<file path="src/rtl/mem_arbiter_pkg.sv">
`default_nettype none
// +----------------------------------------------------------------------+
// | mem_arbiter_pkg                                                      |
// | Shared types and constants for the unified-memory arbiter.           |
// | Rev 1.0 - initial release                                            |
// +----------------------------------------------------------------------+
package mem_arbiter_pkg;

  localparam int c_addr_len      = 32;
  localparam int c_data_len      = 32;
  localparam int c_arb_state_len = 2;

  typedef enum logic [c_arb_state_len-1:0] {
    ARB_IDLE = 2'd0,
    ARB_BUSY = 2'd1,
    ARB_RESP = 2'd2
  } arb_state_t;

  typedef enum logic {
    OWNER_I = 1'b0,
    OWNER_D = 1'b1
  } owner_t;

  // Memory is word addressed on byte addresses: low two bits must be zero
  function automatic logic word_aligned(input logic [1:0] lsb);
    return (lsb == 2'b00);
  endfunction

endpackage
`default_nettype wire

</file>
<file path="src/rtl/mem_arbiter_if.sv">
`default_nettype none
// +----------------------------------------------------------------------+
// | mem_arbiter_if                                                       |
// | Requester ports (instruction, data) and single-port memory bus.      |
// | Rev 1.0 - initial release                                            |
// +----------------------------------------------------------------------+
interface mem_arbiter_if #(
  parameter int ADDR_W = 32,
  parameter int DATA_W = 32
);

  // Instruction requester (read only)
  logic              i_req;
  logic [ADDR_W-1:0] i_addr;
  logic [DATA_W-1:0] i_rdata;
  logic              i_done;
  logic              i_err;

  // Data requester (read/write)
  logic              d_req;
  logic              d_we;
  logic [ADDR_W-1:0] d_addr;
  logic [DATA_W-1:0] d_wdata;
  logic [DATA_W-1:0] d_rdata;
  logic              d_done;
  logic              d_err;

  // Memory side
  logic              mem_req;
  logic              mem_we;
  logic [ADDR_W-1:0] mem_addr;
  logic [DATA_W-1:0] mem_wdata;
  logic [DATA_W-1:0] mem_rdata;
  logic              mem_ack;

  logic              busy;

  // Arbiter view
  modport slave (
    input  i_req, i_addr,
    output i_rdata, i_done, i_err,
    input  d_req, d_we, d_addr, d_wdata,
    output d_rdata, d_done, d_err,
    output mem_req, mem_we, mem_addr, mem_wdata,
    input  mem_rdata, mem_ack,
    output busy
  );

  // Environment view: CPU requesters plus memory
  modport master (
    output i_req, i_addr,
    input  i_rdata, i_done, i_err,
    output d_req, d_we, d_addr, d_wdata,
    input  d_rdata, d_done, d_err,
    input  mem_req, mem_we, mem_addr, mem_wdata,
    output mem_rdata, mem_ack,
    input  busy
  );

endinterface
`default_nettype wire

</file>
<file path="src/rtl/mem_arbiter_rr_pick2.sv">
`default_nettype none
// +----------------------------------------------------------------------+
// | mem_arbiter_rr_pick2                                                 |
// | Two-way round-robin picker: on conflict, the port that did not own   |
// | the previous access wins.                                            |
// | Rev 1.0 - initial release                                            |
// +----------------------------------------------------------------------+
module mem_arbiter_rr_pick2
  import mem_arbiter_pkg::*;
(
  input  logic   req_i,
  input  logic   req_d,
  input  owner_t last,
  output logic   grant_valid,
  output owner_t grant
);

  // Single requester wins outright; a tie goes to the non-last owner
  always_comb begin
    grant_valid = req_i | req_d;
    grant       = OWNER_I;
    if (req_i && req_d) begin
      grant = (last == OWNER_I) ? OWNER_D : OWNER_I;
    end else if (req_d) begin
      grant = OWNER_D;
    end
  end

endmodule
`default_nettype wire

</file>
<file path="src/rtl/mem_arbiter.sv">
`default_nettype none
// +----------------------------------------------------------------------+
// | mem_arbiter                                                          |
// | Shares one variable-latency single-port memory between the fetch     |
// | and data requesters; round-robin, misalign and timeout detection.    |
// | Rev 1.0 - initial release                                            |
// +----------------------------------------------------------------------+
module mem_arbiter
  import mem_arbiter_pkg::*;
#(
  parameter int ADDR_W  = c_addr_len,
  parameter int DATA_W  = c_data_len,
  parameter int TIMEOUT = 16,
  parameter int CNT_W   = 8
) (
  input logic          clk,
  input logic          rst,
  mem_arbiter_if.slave bus
);

  // Timeout of zero disables abort; otherwise abort on the last BUSY cycle
  localparam logic             c_to_en    = (TIMEOUT != 0);
  localparam logic [CNT_W-1:0] c_cnt_last = CNT_W'(TIMEOUT - 1);

  arb_state_t        r_state;
  owner_t            r_last;
  owner_t            r_owner;
  logic [ADDR_W-1:0] r_addr;
  logic              r_we;
  logic [DATA_W-1:0] r_wdata;
  logic [CNT_W-1:0]  r_cnt;
  logic              r_mem_req;
  logic              r_mem_we;
  logic              r_busy;
  logic [DATA_W-1:0] r_i_rdata;
  logic [DATA_W-1:0] r_d_rdata;
  logic              r_i_done;
  logic              r_i_err;
  logic              r_d_done;
  logic              r_d_err;

  logic              w_grant_valid;
  owner_t            w_grant;
  logic [ADDR_W-1:0] w_req_addr;
  logic              w_req_we;
  logic [DATA_W-1:0] w_req_wdata;
  logic              w_aligned;

  mem_arbiter_rr_pick2 u_pick (
    .req_i       (bus.i_req),
    .req_d       (bus.d_req),
    .last        (r_last),
    .grant_valid (w_grant_valid),
    .grant       (w_grant)
  );

  // Request fields of the granted port; fetches never write
  always_comb begin
    w_req_addr  = bus.i_addr;
    w_req_we    = 1'b0;
    w_req_wdata = '0;
    if (w_grant == OWNER_D) begin
      w_req_addr  = bus.d_addr;
      w_req_we    = bus.d_we;
      w_req_wdata = bus.d_wdata;
    end
    w_aligned = word_aligned(w_req_addr[1:0]);
  end

  // Arbitration FSM; every output is registered so reset clears them at once
  always_ff @(posedge clk or negedge rst) begin
    if (!rst) begin
      r_state   <= ARB_IDLE;
      r_last    <= OWNER_D;
      r_owner   <= OWNER_I;
      r_addr    <= '0;
      r_we      <= 1'b0;
      r_wdata   <= '0;
      r_cnt     <= '0;
      r_mem_req <= 1'b0;
      r_mem_we  <= 1'b0;
      r_busy    <= 1'b0;
      r_i_rdata <= '0;
      r_d_rdata <= '0;
      r_i_done  <= 1'b0;
      r_i_err   <= 1'b0;
      r_d_done  <= 1'b0;
      r_d_err   <= 1'b0;
    end else begin
      // Completion flags are single-cycle pulses
      r_i_done <= 1'b0;
      r_i_err  <= 1'b0;
      r_d_done <= 1'b0;
      r_d_err  <= 1'b0;
      case (r_state)
        ARB_IDLE: begin
          if (w_grant_valid) begin
            r_owner <= w_grant;
            r_last  <= w_grant;
            r_addr  <= w_req_addr;
            r_we    <= w_req_we;
            r_wdata <= w_req_wdata;
            r_cnt   <= '0;
            r_busy  <= 1'b1;
            if (!w_aligned) begin
              // Misaligned: fail without touching memory
              r_state <= ARB_RESP;
              if (w_grant == OWNER_I) begin
                r_i_done <= 1'b1;
                r_i_err  <= 1'b1;
              end else begin
                r_d_done <= 1'b1;
                r_d_err  <= 1'b1;
              end
            end else begin
              r_state   <= ARB_BUSY;
              r_mem_req <= 1'b1;
              r_mem_we  <= w_req_we;
            end
          end
        end
        ARB_BUSY: begin
          if (bus.mem_ack) begin
            // Ack takes priority over a coincident timeout
            r_state   <= ARB_RESP;
            r_mem_req <= 1'b0;
            r_mem_we  <= 1'b0;
            if (r_owner == OWNER_I) begin
              r_i_done  <= 1'b1;
              r_i_rdata <= bus.mem_rdata;
            end else begin
              r_d_done <= 1'b1;
              if (!r_we) begin
                r_d_rdata <= bus.mem_rdata;
              end
            end
          end else if (c_to_en && (r_cnt == c_cnt_last)) begin
            r_state   <= ARB_RESP;
            r_mem_req <= 1'b0;
            r_mem_we  <= 1'b0;
            if (r_owner == OWNER_I) begin
              r_i_done <= 1'b1;
              r_i_err  <= 1'b1;
            end else begin
              r_d_done <= 1'b1;
              r_d_err  <= 1'b1;
            end
          end else begin
            r_cnt <= r_cnt + 1'b1;
          end
        end
        ARB_RESP: begin
          r_state <= ARB_IDLE;
          r_busy  <= 1'b0;
        end
        default: begin
          r_state   <= ARB_IDLE;
          r_busy    <= 1'b0;
          r_mem_req <= 1'b0;
          r_mem_we  <= 1'b0;
        end
      endcase
    end
  end

  assign bus.mem_req   = r_mem_req;
  assign bus.mem_we    = r_mem_we;
  assign bus.mem_addr  = r_addr;
  assign bus.mem_wdata = r_wdata;
  assign bus.busy      = r_busy;
  assign bus.i_rdata   = r_i_rdata;
  assign bus.i_done    = r_i_done;
  assign bus.i_err     = r_i_err;
  assign bus.d_rdata   = r_d_rdata;
  assign bus.d_done    = r_d_done;
  assign bus.d_err     = r_d_err;

endmodule
`default_nettype wire

</file>
<file path="src/flat_wrapper.sv">
// flat-port wrapper written by rule: the top's interface ports become plain ports
module mem_arbiter_flat import mem_arbiter_pkg::*;
#(
  parameter int ADDR_W  = c_addr_len,
  parameter int DATA_W  = c_data_len,
  parameter int TIMEOUT = 16,
  parameter int CNT_W   = 8
)
  (clk, rst, bus_i_req, bus_i_addr, bus_i_rdata, bus_i_done, bus_i_err, bus_d_req, bus_d_we, bus_d_addr, bus_d_wdata, bus_d_rdata, bus_d_done, bus_d_err, bus_mem_req, bus_mem_we, bus_mem_addr, bus_mem_wdata, bus_mem_rdata, bus_mem_ack, bus_busy);
  mem_arbiter_if #(.ADDR_W(ADDR_W), .DATA_W(DATA_W)) bus_i ();
  input logic clk;
  input logic rst;
  input wire logic [$bits(bus_i.i_req)-1:0] bus_i_req;
  input wire logic [$bits(bus_i.i_addr)-1:0] bus_i_addr;
  output wire logic [$bits(bus_i.i_rdata)-1:0] bus_i_rdata;
  output wire logic [$bits(bus_i.i_done)-1:0] bus_i_done;
  output wire logic [$bits(bus_i.i_err)-1:0] bus_i_err;
  input wire logic [$bits(bus_i.d_req)-1:0] bus_d_req;
  input wire logic [$bits(bus_i.d_we)-1:0] bus_d_we;
  input wire logic [$bits(bus_i.d_addr)-1:0] bus_d_addr;
  input wire logic [$bits(bus_i.d_wdata)-1:0] bus_d_wdata;
  output wire logic [$bits(bus_i.d_rdata)-1:0] bus_d_rdata;
  output wire logic [$bits(bus_i.d_done)-1:0] bus_d_done;
  output wire logic [$bits(bus_i.d_err)-1:0] bus_d_err;
  output wire logic [$bits(bus_i.mem_req)-1:0] bus_mem_req;
  output wire logic [$bits(bus_i.mem_we)-1:0] bus_mem_we;
  output wire logic [$bits(bus_i.mem_addr)-1:0] bus_mem_addr;
  output wire logic [$bits(bus_i.mem_wdata)-1:0] bus_mem_wdata;
  input wire logic [$bits(bus_i.mem_rdata)-1:0] bus_mem_rdata;
  input wire logic [$bits(bus_i.mem_ack)-1:0] bus_mem_ack;
  output wire logic [$bits(bus_i.busy)-1:0] bus_busy;
  assign bus_i.i_req = bus_i_req;
  assign bus_i.i_addr = bus_i_addr;
  assign bus_i_rdata = bus_i.i_rdata;
  assign bus_i_done = bus_i.i_done;
  assign bus_i_err = bus_i.i_err;
  assign bus_i.d_req = bus_d_req;
  assign bus_i.d_we = bus_d_we;
  assign bus_i.d_addr = bus_d_addr;
  assign bus_i.d_wdata = bus_d_wdata;
  assign bus_d_rdata = bus_i.d_rdata;
  assign bus_d_done = bus_i.d_done;
  assign bus_d_err = bus_i.d_err;
  assign bus_mem_req = bus_i.mem_req;
  assign bus_mem_we = bus_i.mem_we;
  assign bus_mem_addr = bus_i.mem_addr;
  assign bus_mem_wdata = bus_i.mem_wdata;
  assign bus_i.mem_rdata = bus_mem_rdata;
  assign bus_i.mem_ack = bus_mem_ack;
  assign bus_busy = bus_i.busy;
  mem_arbiter #(.ADDR_W(ADDR_W), .DATA_W(DATA_W), .TIMEOUT(TIMEOUT), .CNT_W(CNT_W)) u_core (.clk(clk), .rst(rst), .bus(bus_i));
endmodule
</file>
<file path="config.mk">
export PLATFORM = sky130hd
export DESIGN_NAME = mem_arbiter_flat
export DESIGN_NICKNAME = d
export VERILOG_FILES = /design/src/rtl/mem_arbiter_pkg.sv /design/src/rtl/mem_arbiter_if.sv /design/src/rtl/mem_arbiter_rr_pick2.sv /design/src/rtl/mem_arbiter.sv /design/src/flat_wrapper.sv
export SDC_FILE = /design/constraint.sdc
export NUM_CORES = 1
export LEC_CHECK = 0
export CORE_MARGIN = 1
export CORE_UTILIZATION = 41
export CTS_CLUSTER_DIAMETER = 150
export CTS_CLUSTER_SIZE = 24
export DETAILED_ROUTE_END_ITERATION = 8
export PLACE_DENSITY = 0.81
export SYNTH_ARGS = -nofsm -noshare
export SYNTH_HDL_FRONTEND = slang
export SYNTH_SLANG_ARGS = --single-unit
</file>
<file path="constraint.sdc">
create_clock -name clk -period 5.6 [get_ports clk]
set_input_delay 0.84 -clock clk [delete_from_list [all_inputs] [get_ports clk]]
set_output_delay 0.84 -clock clk [all_outputs]
set_load 0.1 [all_outputs]
</file>
Word level (Yosys, flattened, before mapping)
Index checks and enable logic that the tools add are counted.
{"block": "totals", "mem_bits_rw": 0, "mem_count": 0, "elab_cells": 84, "reg_bits": 148, "latchBits": 0, "input_bits": 134, "out_inout_bits": 135, "rom_bits": 0}
{"block": "classes", "muxes": 43, "bitwise": 5, "n_eq_ne": 8, "div_mod_pow": 0, "n_lt_le_gt_ge": 0, "add_sub_neg": 1, "reduce_logical": 11, "shifts": 0, "mul": 0}
{"op": "two-way mux 32 bit", "n": 2}
{"op": "two-way mux 1 bit", "n": 25}
{"op": "two-way mux 8 bit", "n": 3}
{"op": "case mux 8 bit (2 select lines)", "n": 1}
{"op": "AND reduction 4 bit", "n": 3}
{"op": "case mux 1 bit (2 select lines)", "n": 5}
{"op": "adder 8 x 1 -> 8 bit, second input constant", "n": 1}
{"op": "equality test 8 x 4 -> 1 bit, second input constant", "n": 1}
{"op": "two-way mux 2 bit", "n": 4}
{"op": "!= test 2 bit, second input constant", "n": 3}
{"op": "case mux 1 bit (3 select lines)", "n": 2}
{"op": "AND reduction 2 bit", "n": 3}
{"op": "zero test 2 bit", "n": 2}
{"op": "NOT 1 bit", "n": 4}
{"op": "case mux 2 bit (2 select lines)", "n": 1}
{"op": "!= test 3 x 2 -> 1 bit, second input constant", "n": 1}
{"op": "AND reduction 3 bit", "n": 1}
{"op": "equality test 2 x 1 -> 1 bit, second input constant", "n": 1}
{"op": "equality test 2 bit, second input constant", "n": 1}
{"op": "!= test 2 x 1 -> 1 bit, second input constant", "n": 1}
{"op": "nonzero test 2 bit", "n": 1}
{"op": "logical AND 1 bit", "n": 1}
{"op": "bitwise OR 1 bit", "n": 1}

Longest topological paths before layout
Gate-level depths: netlist (run 1).
{"block": "depth", "ltp_word": 7, "depth_mapped": 7, "ltp_nobuf": 5}

Hierarchy
A second synthesis (run 1) with hierarchy kept.
{"block": "unflattened", "cells_unflattened": 519, "area_unflattened_um2": 6125.9}
{"mod": "mem_arbiter", "seq_area_each_um2": 3704.8, "n_inst": 1, "area_each_um2": 6112.1, "cells_per_inst": 517}
{"mod": "mem_arbiter_rr_pick2", "seq_area_each_um2": 0.0, "n_inst": 1, "area_each_um2": 13.8, "cells_per_inst": 2}

Worst setup path after synthesis (run 1)
No wires, ideal clock.
{"block": "synth_path", "path_type": "input to register", "startpoint": "in bus_d_req", "endpoint": "reg u_core.r_wdata[10] (netlist: u_core.bus.mem_wdata[10])", "arrival_ps": 1799, "setup_slack_ps": 3678, "path_buffers": 3, "stages": 6, "required_ps": 5477, "path_cell_list": "a21boi_1 buf_2 and3_1 buf_2 buf_2 a22o_1"}
{"block": "synth_via", "elab_chain_cells": 3, "elab_cells_between_ends": 6}
{"item": "start: declaration", "line_no": "flat_wrapper.sv:18", "text": "input wire logic [$bits(bus_i.d_req)-1:0] bus_d_req;"}
{"item": "two-way mux 1 bit or logical AND 1 bit (tied branches)", "line_no": "mem_arbiter_rr_pick2.sv:24, mem_arbiter_rr_pick2.sv:22"}
{"item": "two-way mux 1 bit", "line_no": "mem_arbiter_rr_pick2.sv:22", "text": "if (req_i && req_d) begin"}
{"item": "two-way mux 32 bit", "line_no": "mem_arbiter.sv:62", "text": "if (w_grant == OWNER_D) begin"}
{"item": "end signal: assignment", "line_no": "mem_arbiter.sv:102", "text": "r_wdata <= w_req_wdata;"}
{"item": "end: declaration", "line_no": "mem_arbiter.sv:30", "text": "logic [DATA_W-1:0] r_wdata;"}
Several ways; a longest one is shown, not always the timed one.
A chain may end at the register's enable or synchronous reset.

Worst setup path after layout (run 1)
{"block": "layout_path", "startpoint": "in bus_d_req", "endpoint": "reg u_core.r_d_done (netlist: u_core.bus.d_done)"}
{"block": "layout_via", "elab_chain_cells": 7, "elab_cells_between_ends": 10}
{"item": "two-way mux 1 bit or logical AND 1 bit (tied branches)", "line_no": "mem_arbiter_rr_pick2.sv:24, mem_arbiter_rr_pick2.sv:22"}
{"item": "two-way mux 1 bit", "line_no": "mem_arbiter_rr_pick2.sv:22"}
{"item": "two-way mux 32 bit", "line_no": "mem_arbiter.sv:62"}
{"item": "zero test 2 bit", "line_no": "mem_arbiter_pkg.sv:26", "text": "return (lsb == 2'b00);"}
{"item": "two-way mux 1 bit", "line_no": "mem_arbiter.sv:105", "text": "if (!w_aligned) begin"}
{"item": "two-way mux 1 bit *", "line_no": "mem_arbiter.sv:97", "text": "if (w_grant_valid) begin"}
{"item": "case mux 1 bit (2 select lines) *", "line_no": "mem_arbiter.sv:95", "text": "case (r_state)"}
{"item": "end signal: assignment", "line_no": "mem_arbiter.sv:87", "text": "r_d_done <= 1'b0;"}
{"item": "end signal: assignment", "line_no": "mem_arbiter.sv:93", "text": "r_d_done <= 1'b0;"}
{"item": "end signal: assignment", "line_no": "mem_arbiter.sv:112", "text": "r_d_done <= 1'b1;"}
{"item": "end: declaration", "line_no": "mem_arbiter.sv:39", "text": "logic r_d_done;"}
Mark *: on every way between the ends. The rest lies on a longest branch, timed or not.

==> results of run 1 <==
==> critical path: stages <==
cell and delay (ns):
clkdlybuf4s50_1 0.50, a21boi_4 0.17, buf_4 0.49, and3_1 1.10
nand2_1 0.16, o21ai_0 0.14
==> per-stage QoR <==
step           setup WS (ns)  hold slack (ns)
6_report                2.49            0.477
5_1_grt                 2.25            0.496
4_1_cts                 2.49            0.482
3_5_place_dp            2.02            0.470
3_3_place_gp            2.21            0.463
2_1_floorplan           3.68            0.494
==> state kept, by name, summed over array words and instances, names as in the netlist <==
signal and count:
u_core.bus.busy 1, u_core.bus.d_done 1, u_core.bus.d_err 1, u_core.bus.d_rdata 32, u_core.bus.i_done 1, u_core.bus.i_err 1
u_core.bus.i_rdata 32, u_core.bus.mem_addr 32, u_core.bus.mem_req 1, u_core.bus.mem_wdata 32, u_core.bus.mem_we 1, u_core.r_cnt 8
u_core.r_last 1, u_core.r_owner 1, u_core.r_state 2, u_core.r_we 1
==> metal layers <==
| layer | routed length, um | share of wire [%] | vias to the layer above |
|---|---|---|---|
| met5 | 0 | 0 | - |
| met4 | 336 | 2.1 | 0 |
| met3 | 1340 | 8.6 | 30 |
| met2 | 7880 | 50 | 211 |
| met1 | 6120 | 39 | 2256 |
| li1 | - | - | 2148 |
==> final cells by class <==
cell class	instances	share of cell area (%)
clock inverters	8	1.32
clock buffers	24	5.12
multi-input cells	268	22.7
repair buffers	273	28.9
well taps	180	2.40
inverters	4	0.160
flip-flops and latches	148	39.4
==> Yosys cell counts (7+ instances only) <==
cell type / number / area (um^2)
mux2i_1: 33 / 330
mux2_2: 33 / 372
a21oi_1: 7 / 35.0
or3_1: 10 / 62.6
o21ai_1: 13 / 65.1
mux2_1: 31 / 349
nand2_1: 41 / 154
o21ai_0: 30 / 150
clkbuf_1: 11 / 41.3
a22o_1: 32 / 280
dfrtp_1: 147 / 3680
buf_2: 13 / 65.1
==> kinds of logic (layout without fill, tap and decap cells) <==
| logic type | Yosys count | in the layout | synth area share (%) |
|---|---|---|---|
| flip-flops | 148 | 148 | 62.0 |
| AND/OR/NAND/NOR | 74 | 74 | 6.43 |
| buffers and inverters | 32 | 309 | 2.60 |
| multiplexers | 97 | 97 | 17.6 |
| AO/OA/AOI/OAI | 96 | 96 | 11.1 |
| adder cells (fa/ha/maj) | 1 | 1 | 0.210 |
==> worst min-delay path by stage <==
stage	end	start	slack (ns)
after detailed placement	u_core.bus.mem_addr[10]$_DFFE_PN0P_	u_core.bus.mem_addr[10]$_DFFE_PN0P_	0.47
after global placement	u_core.bus.mem_addr[13]$_DFFE_PN0P_	u_core.bus.mem_addr[13]$_DFFE_PN0P_	0.46
after floorplan	u_core.r_last$_DFFE_PN1P_	u_core.r_last$_DFFE_PN1P_	0.49
after CTS	u_core.bus.mem_addr[25]$_DFFE_PN0P_	u_core.bus.mem_addr[25]$_DFFE_PN0P_	0.48
after global routing	u_core.bus.mem_addr[13]$_DFFE_PN0P_	u_core.bus.mem_addr[13]$_DFFE_PN0P_	0.50
final	u_core.bus.mem_addr[25]$_DFFE_PN0P_	u_core.bus.mem_addr[25]$_DFFE_PN0P_	0.48
==> qor.csv, run 1 <==
metric;value;unit
Post-synth EDFFs;0;
setup bufs post-CTS;0;
die footprint;0.0150;mm^2
most frequent cells in the layout;267 x clkdlybuf4s50_1, 147 x dfrtp_1, 41 x nand2_1;
CP max FO;36;
WHS Path Cells;2;
TritonRoute pass-1 iters;4;
Clk Latency, worst-skew pair;0.42;ns
Hold Path Class;flop to flop;
synthesized cell area;0.00597;mm^2
Worst R2R End;u_core.bus.d_done$_DFF_PN0_;
Die Y;123;um
setup TNS;0;ns
Setup Skew;0.00526;ns
CP Class;input pin to flop;
Worst slew margin;14.6;%
area grow syn2layout;57.5;%
routed via count;4645;
layout cells sized above 1;10.3;%
Reg2Reg Depth;5;
input/output buffers;268;
GRT overflow;0;
CP endpoint kind;flop;
Critical Path Sink;u_core.bus.d_done$_DFF_PN0_;
post-route cell area;0.00940;mm^2
status;finished clean;
RSZ-0062 raised after global routing;no;
H-tree levels;4;
Most Crowded Layer GR;met2;
final non-filler cell total;905;
Cell Area, Placed;0.00880;mm^2
fin util;67.0;%
gpl congestion;0.814;
sequential area share after synthesis;62.0;%
clock sinks;148;
worst endpoint data arrival time;3.44;ns
CTS tree;built;
Post-synth ARST share;100;%
Core Region;0.0140;mm^2
# nets final;847;
footprint of the multi-input gates;0.00213;mm^2
Starting Density;42.5;%
Yosys cell types;41;
most common cell after layout, fill and taps aside;clkdlybuf4s50_1;
post-route minimum period;3.11;ns
Setup crit start kind;input pin;
Synth Warn #;0;
vias in the first global route;4861;
grt met3 use;6.88;%
CTS Buf Count;17;
initial antenna violation count;0;
Root Driver;clkbuf_16;
Reg2Reg Setup Slack;3.07;ns
Peak Freq;321;MHz
First DRT Iteration DRCs;236;
# setup viols final;0;
Hold Buf Count CTS;0;
largest net degree at the start of global routing;98;
Avg WL per Cell;17.3;um
GR Layer Usage met2;37.3;%
Vias/cell;5.13;
IO Count;269;
FP Rows;43;
number of synthesized register bits;148;
placed cell count;873;
Routed Antenna Nets;0;
Tcrit/Tclk final;55.6;%
Reg area;0.00370;mm^2
Worst-Margin Slew;1.28;ns
Post-Syn Instances;448;
RR Startpoint;u_core.r_last$_DFFE_PN1P_;
# fillers;1007;
hpwl dp;11300;um
max_cap viols;0;
M1 GR Usage;25.4;%
Critical path origin;bus_d_req;
Critical Path RT;5.92;ns
first-pass GRT wire length;24800;um
Final Slew Violations;0;
Die Width;123;um
Syn Area/Cell;13.3;um^2
Worst-path clk slew;0.06;ns
Top FF cell, synth;dfrtp_1;
Ant. Diodes;0;
Clock Tree Buf Depth;2;
post_cts resized;0;
Hold Fails Final Rpt;0;
# DRC;0;
routed wire length;15700;um
syn nets;583;
GRT Overall Usage;22.1;%
Power of run 1 is not shown: default switching activity piles up to over one toggle a cycle in this logic, so the estimate is an artifact.
==> inputs of run 2 (changes only) <==
Settings changed: CORE_UTILIZATION 41 to 38, PLACE_DENSITY 0.81 to 0.79.
Clock period 5.6 ns to 2.55 ns, I/O delays scaled along.
==> run 2 against run 1 <==
Compared with the run above: highest routed layer unchanged; die area grew 7.8%; critical path depth down 1; final cell count grew 4.1%; core utilization is 6.8 points lower; worst hold slack got worse by 0.0022 ns; cell area fell by 2.4%; register-to-register slack lost 2.5 ns; non-clock buffer count increased by 6; clock skew grew 0.0051 ns; sequential share of layout area is 0.97 points higher; first-iteration DRC count fell by 26%.
==> qor.csv, run 2 (synthesized netlist as in run 1, its figures left out) <==
metric;value;unit;change
Reg area;0.00370;mm^2;unchanged
most common cell after layout, fill and taps aside;dfrtp_1;;
Peak Freq;507;MHz;
Final Slew Violations;0;;unchanged
post-route minimum period;1.97;ns;
hpwl dp;11200;um;-0.50%
Die Width;127;um;+3.8%
Crit path max-delay family;simple AND/OR/NAND/NOR gates;;
Critical-path top delay cell;or4_1;;
worst path cell trace;ha_1 > nand4b_4 > or4_1 > o2bb2ai_1 > a211o_1;;
CTS tree;built;;
most frequent cells in the layout;147 x dfrtp_1, 141 x buf_4, 132 x clkdlybuf4s50_1;;
Vias/cell;4.90;;-4.5%
largest net degree at the start of global routing;67;;-32%
initial antenna violation count;0;;unchanged
layout cells sized above 1;29.8;%;+19 points
Hold Path Class;input pin to async pin;;
# setup viols final;0;;unchanged
CP max FO;6;;-83%
Routed Antenna Nets;0;;unchanged
setup TNS;0;ns;unchanged
area grow syn2layout;53.7;%;
Root Driver;clkbuf_16;;
Worst-path clk slew;0.06;ns;about the same
setup bufs post-CTS;0;;unchanged
Tcrit/Tclk final;77.3;%;
post_cts resized;0;;unchanged
input/output buffers;268;;unchanged
Hold Fails Final Rpt;0;;unchanged
RSZ-0062 raised after global routing;no;;
placed cell count;909;;+4.1%
TritonRoute pass-1 iters;4;;unchanged
routed wire length;15300;um;-2.7%
final non-filler cell total;942;;+4.1%
Clk Latency, worst-skew pair;0.42;ns;about the same
routed via count;4617;;-0.60%
first-pass GRT wire length;24200;um;-2.7%
# fillers;1250;;+24%
H-tree levels;4;;unchanged
Worst-Margin Slew;0.480;ns;-0.800 ns
vias in the first global route;4862;;+0.021%
CP Class;flop to flop;;
Setup crit start kind;flop;;
CP endpoint kind;flop;;
Ant. Diodes;0;;unchanged
Clock Tree Buf Depth;2;;unchanged
IO Count;269;;unchanged
CTS Buf Count;17;;unchanged
Worst slew margin;68.0;%;+53 points
Crit path largest cell delay;0.50;ns;-0.60 ns
footprint of the multi-input gates;0.00213;mm^2;unchanged
Hold Buf Count CTS;1;;+1
Starting Density;39.1;%;-3.4 points
max_cap viols;0;;unchanged
FP Rows;45;;+4.7%
worst endpoint data arrival time;2.27;ns;-1.17 ns
Die Y;127;um;+3.8%
# DRC;0;;unchanged
die footprint;0.0162;mm^2;+7.8%
First DRT Iteration DRCs;175;;-26%
Setup Skew;0.0103;ns;+0.00509 ns
status;finished clean;;
GRT overflow;0;;unchanged
GRT Overall Usage;19.4;%;-2.7 points
gpl congestion;0.792;;-2.6%
Core Region;0.0153;mm^2;+8.7%
Critical Path RT;2.85;ns;-3.07 ns
crit path buf inv count;0;;-2
clock sinks;148;;unchanged
# nets final;853;;+0.71%
Avg WL per Cell;16.2;um;-6.5%
[run 2: final timing paths]
path / startpoint / to / slack (ns) / cells past startpoint
max: u_core.r_cnt[0]$_DFFE_PN0P_ / u_core.bus.mem_we$_DFFE_PN0P_ / 0.58 / 5
min: rst / u_core.bus.i_rdata[26]$_DFFE_PN0P_ / 0.47 / 2
max reg2reg: u_core.r_cnt[0]$_DFFE_PN0P_ / u_core.bus.mem_we$_DFFE_PN0P_ / 0.58 / 5
min reg2reg: u_core.bus.mem_addr[29]$_DFFE_PN0P_ / u_core.bus.mem_addr[29]$_DFFE_PN0P_ / 0.48 / 2
max in group asynchronous: rst / u_core.r_cnt[7]$_DFFE_PN0P_ / 1.34 / 3
min in group clk: u_core.bus.mem_addr[29]$_DFFE_PN0P_ / u_core.bus.mem_addr[29]$_DFFE_PN0P_ / 0.48 / 2
[run 2: layout make-up]
cell class	count	share of cell area [%]
Clock buffer	18	4.68
Multi-Input combinational cell	268	23.2
Inverter	4	0.164
Clock inverter	14	1.65
Tap cell	211	2.88
Timing Repair Buffer	279	27.0
Sequential cell	148	40.4
[run 2: stage by stage]
stage | setup slack [ns] | utilization [%] | hold WS (ns) | area (um^2)
2_1_floorplan | 0.775 | - | 0.0869 | 5970
3_3_place_gp | 0.449 | 56.3 | 0.325 | 8580
3_5_place_dp | 0.352 | 56.3 | 0.336 | 8580
4_1_cts | 0.577 | 60.1 | 0.461 | 9180
5_1_grt | 0.474 | 60.1 | 0.502 | 9180
6_report | 0.579 | 60.1 | 0.474 | 9180
[run 2: per-layer routing]
| metal | vias up | part of all wire [%] | GRT usage (%) |
|---|---|---|---|
| met4 | 0 | 2.0 | 8.19 |
| met1 | 2236 | 41 | 22.9 |
| met2 | 211 | 49 | 32.7 |
| met5 | - | 0 | 0 |
| met3 | 21 | 8.2 | 5.99 |
| li1 | 2149 | - | - |
[run 2: worst reg2reg max path, delay by kind of cell (launching register included)]
kind | cells | cell delay (ns)
compound gates | 2 | 0.50
flops | 1 | 0.43
simple gates | 2 | 0.65
fa+ha+maj | 1 | 0.29
Power of run 2 is left out for the same reason.
==> inputs of run 3 (changes only) <==
Settings changed: CORE_UTILIZATION 38 to 41, PLACE_DENSITY 0.79 to 0.81.
Clock period 2.55 ns to 2 ns, I/O delays scaled along.
==> run 3 against run 2 <==
Compared with the run above: core utilization rose by 5.4 points; cell area rose by 0.29%; maximum frequency rose by 5.2%; sequential cell count did not move; via count fell by 0.58%; non-clock buffer count rose by 8; clock-buffer cell count rose by 2; sequential share of layout area fell by 0.12 points; worst setup slack got worse by 0.45 ns; highest routed layer unchanged.
==> qor.csv, run 3 (synthesized netlist as in run 1, its figures left out) <==
metric;value;unit;change
status;finished clean;;
IO Count;269;;unchanged
Tcrit/Tclk final;93.7;%;+16 points
Worst-Margin Slew;0.422;ns;-0.0579 ns
CP endpoint kind;flop;;
Final Slew Violations;0;;unchanged
Clk Latency, worst-skew pair;0.41;ns;about the same
Peak Freq;534;MHz;+5.2%
CP Class;flop to flop;;
routed via count;4590;;-0.58%
gpl congestion;0.783;;-1.2%
CTS tree;built;;
largest net degree at the start of global routing;60;;-10%
input/output buffers;268;;unchanged
Setup Skew;0.00736;ns;-0.00298 ns
worst endpoint data arrival time;2.17;ns;-0.10 ns
most frequent cells in the layout;147 x buf_4, 147 x dfrtp_1, 132 x clkdlybuf4s50_1;;
first-pass GRT wire length;23300;um;-3.4%
area grow syn2layout;54.1;%;
FP Rows;43;;-4.4%
post_cts resized;0;;unchanged
setup TNS;0;ns;unchanged
Worst-path clk slew;0.06;ns;about the same
Critical Path RT;2.30;ns;-0.55 ns
die footprint;0.0150;mm^2;-7.2%
initial antenna violation count;0;;unchanged
Hold Fails Final Rpt;0;;unchanged
# nets final;861;;+0.94%
# DRC;0;;unchanged
# setup viols final;0;;unchanged
Vias/cell;4.99;;+1.9%
layout cells sized above 1;30.6;%;+0.76 points
First DRT Iteration DRCs;162;;-7.4%
Setup crit start kind;flop;;
Ant. Diodes;0;;unchanged
CTS Buf Count;17;;unchanged
Critical path origin;u_core.r_cnt[1]$_DFFE_PN0P_;;
H-tree levels;4;;unchanged
Hold Path Class;input pin to async pin;;
Clock Tree Buf Depth;2;;unchanged
Avg WL per Cell;16.3;um;+0.63%
RSZ-0062 raised after global routing;no;;
max_cap viols;0;;unchanged
vias in the first global route;4637;;-4.6%
Worst slew margin;71.8;%;+3.8 points
Root Driver;clkbuf_16;;
worst path cell trace;ha_1 > nand4b_4 > or4_1 > o2bb2ai_1 > a211o_1;;
Crit path largest cell delay;0.47;ns;-0.03 ns
post-route minimum period;1.87;ns;-0.0965 ns
setup bufs post-CTS;0;;unchanged
Starting Density;42.5;%;+3.4 points
clock sinks;148;;unchanged
hpwl dp;11400;um;+1.7%
RR Startpoint;u_core.r_cnt[1]$_DFFE_PN0P_;;
CP max FO;5;;-1
Core Region;0.0140;mm^2;-8.0%
Reg2Reg Setup Slack;0.13;ns;-0.45 ns
TritonRoute pass-1 iters;4;;unchanged
GRT overflow;0;;unchanged
# fillers;1071;;-14%
Die Width;123;um;-3.7%
Critical-path top delay cell;or4_1;;
GRT Overall Usage;20.6;%;+1.3 points
Die Y;123;um;-3.7%
routed wire length;15000;um;-1.8%
Routed Antenna Nets;0;;unchanged
[run 3: layout make-up]
class	instances	area, um^2	share of cell area, %
timing repair buffer	287	2570	27.9
clock inverter	12	104	1.13
clock buffer	20	457	4.96
inverter	4	15.0	0.163
tap	180	225	2.45
sequential	148	3700	40.3
multi-input combinational	268	2130	23.1
[run 3: critical path, delay by kind of cell, from the launching register on]
| kind | cells | cell delay [ns] |
|---|---|---|
| simple gates | 2 | 0.61 |
| fa+ha+maj | 1 | 0.25 |
| compound gates | 2 | 0.50 |
| flops | 1 | 0.41 |
[run 3: per-stage QoR]
stage | setup WS (ns) | cells | hold WS [ns] | util [%] | area [um^2]
3_5_place_dp | 0.00223 | 886 | 0.205 | 61.5 | 8630
2_1_floorplan | 0.225 | 448 | 0.00441 | - | 5970
4_1_cts | 0.125 | 919 | 0.337 | 65.5 | 9200
3_3_place_gp | 0.0538 | 886 | 0.198 | 61.5 | 8630
5_1_grt | 0.0459 | 919 | 0.364 | 65.5 | 9200
6_report | 0.126 | 919 | 0.330 | 65.5 | 9200
[run 3: per-layer routing]
layer	vias to the layer above	track usage (%)	share of wire, %
met5	-	0	0
met4	0	7.85	1.5
met3	18	6.18	7.8
li1	2173	-	-
met1	2206	23.8	40
met2	193	36.0	51
[run 3: repair_timing]
action	4_1_cts	5_1_grt
endpoints found under the setup margin	0	0
hold endpoints to repair	28	0
hold buffers	1	0
[run 3: final timing paths]
| check | cells after the start | endpoint |
|---|---|---|
| setup / recovery | 5 | u_core.bus.mem_we$_DFFE_PN0P_ |
| hold / removal | 2 | u_core.bus.i_rdata[13]$_DFFE_PN0P_ |
| setup reg to reg | 5 | u_core.bus.mem_we$_DFFE_PN0P_ |
| hold reg to reg | 1 | u_core.bus.d_rdata[3]$_DFFE_PN0P_ |
| max in group asynchronous | 3 | u_core.bus.mem_addr[25]$_DFFE_PN0P_ |
| min in group clk | 3 | u_core.r_we$_DFFE_PN0P_ |
Power of run 3 is left out for the same reason.
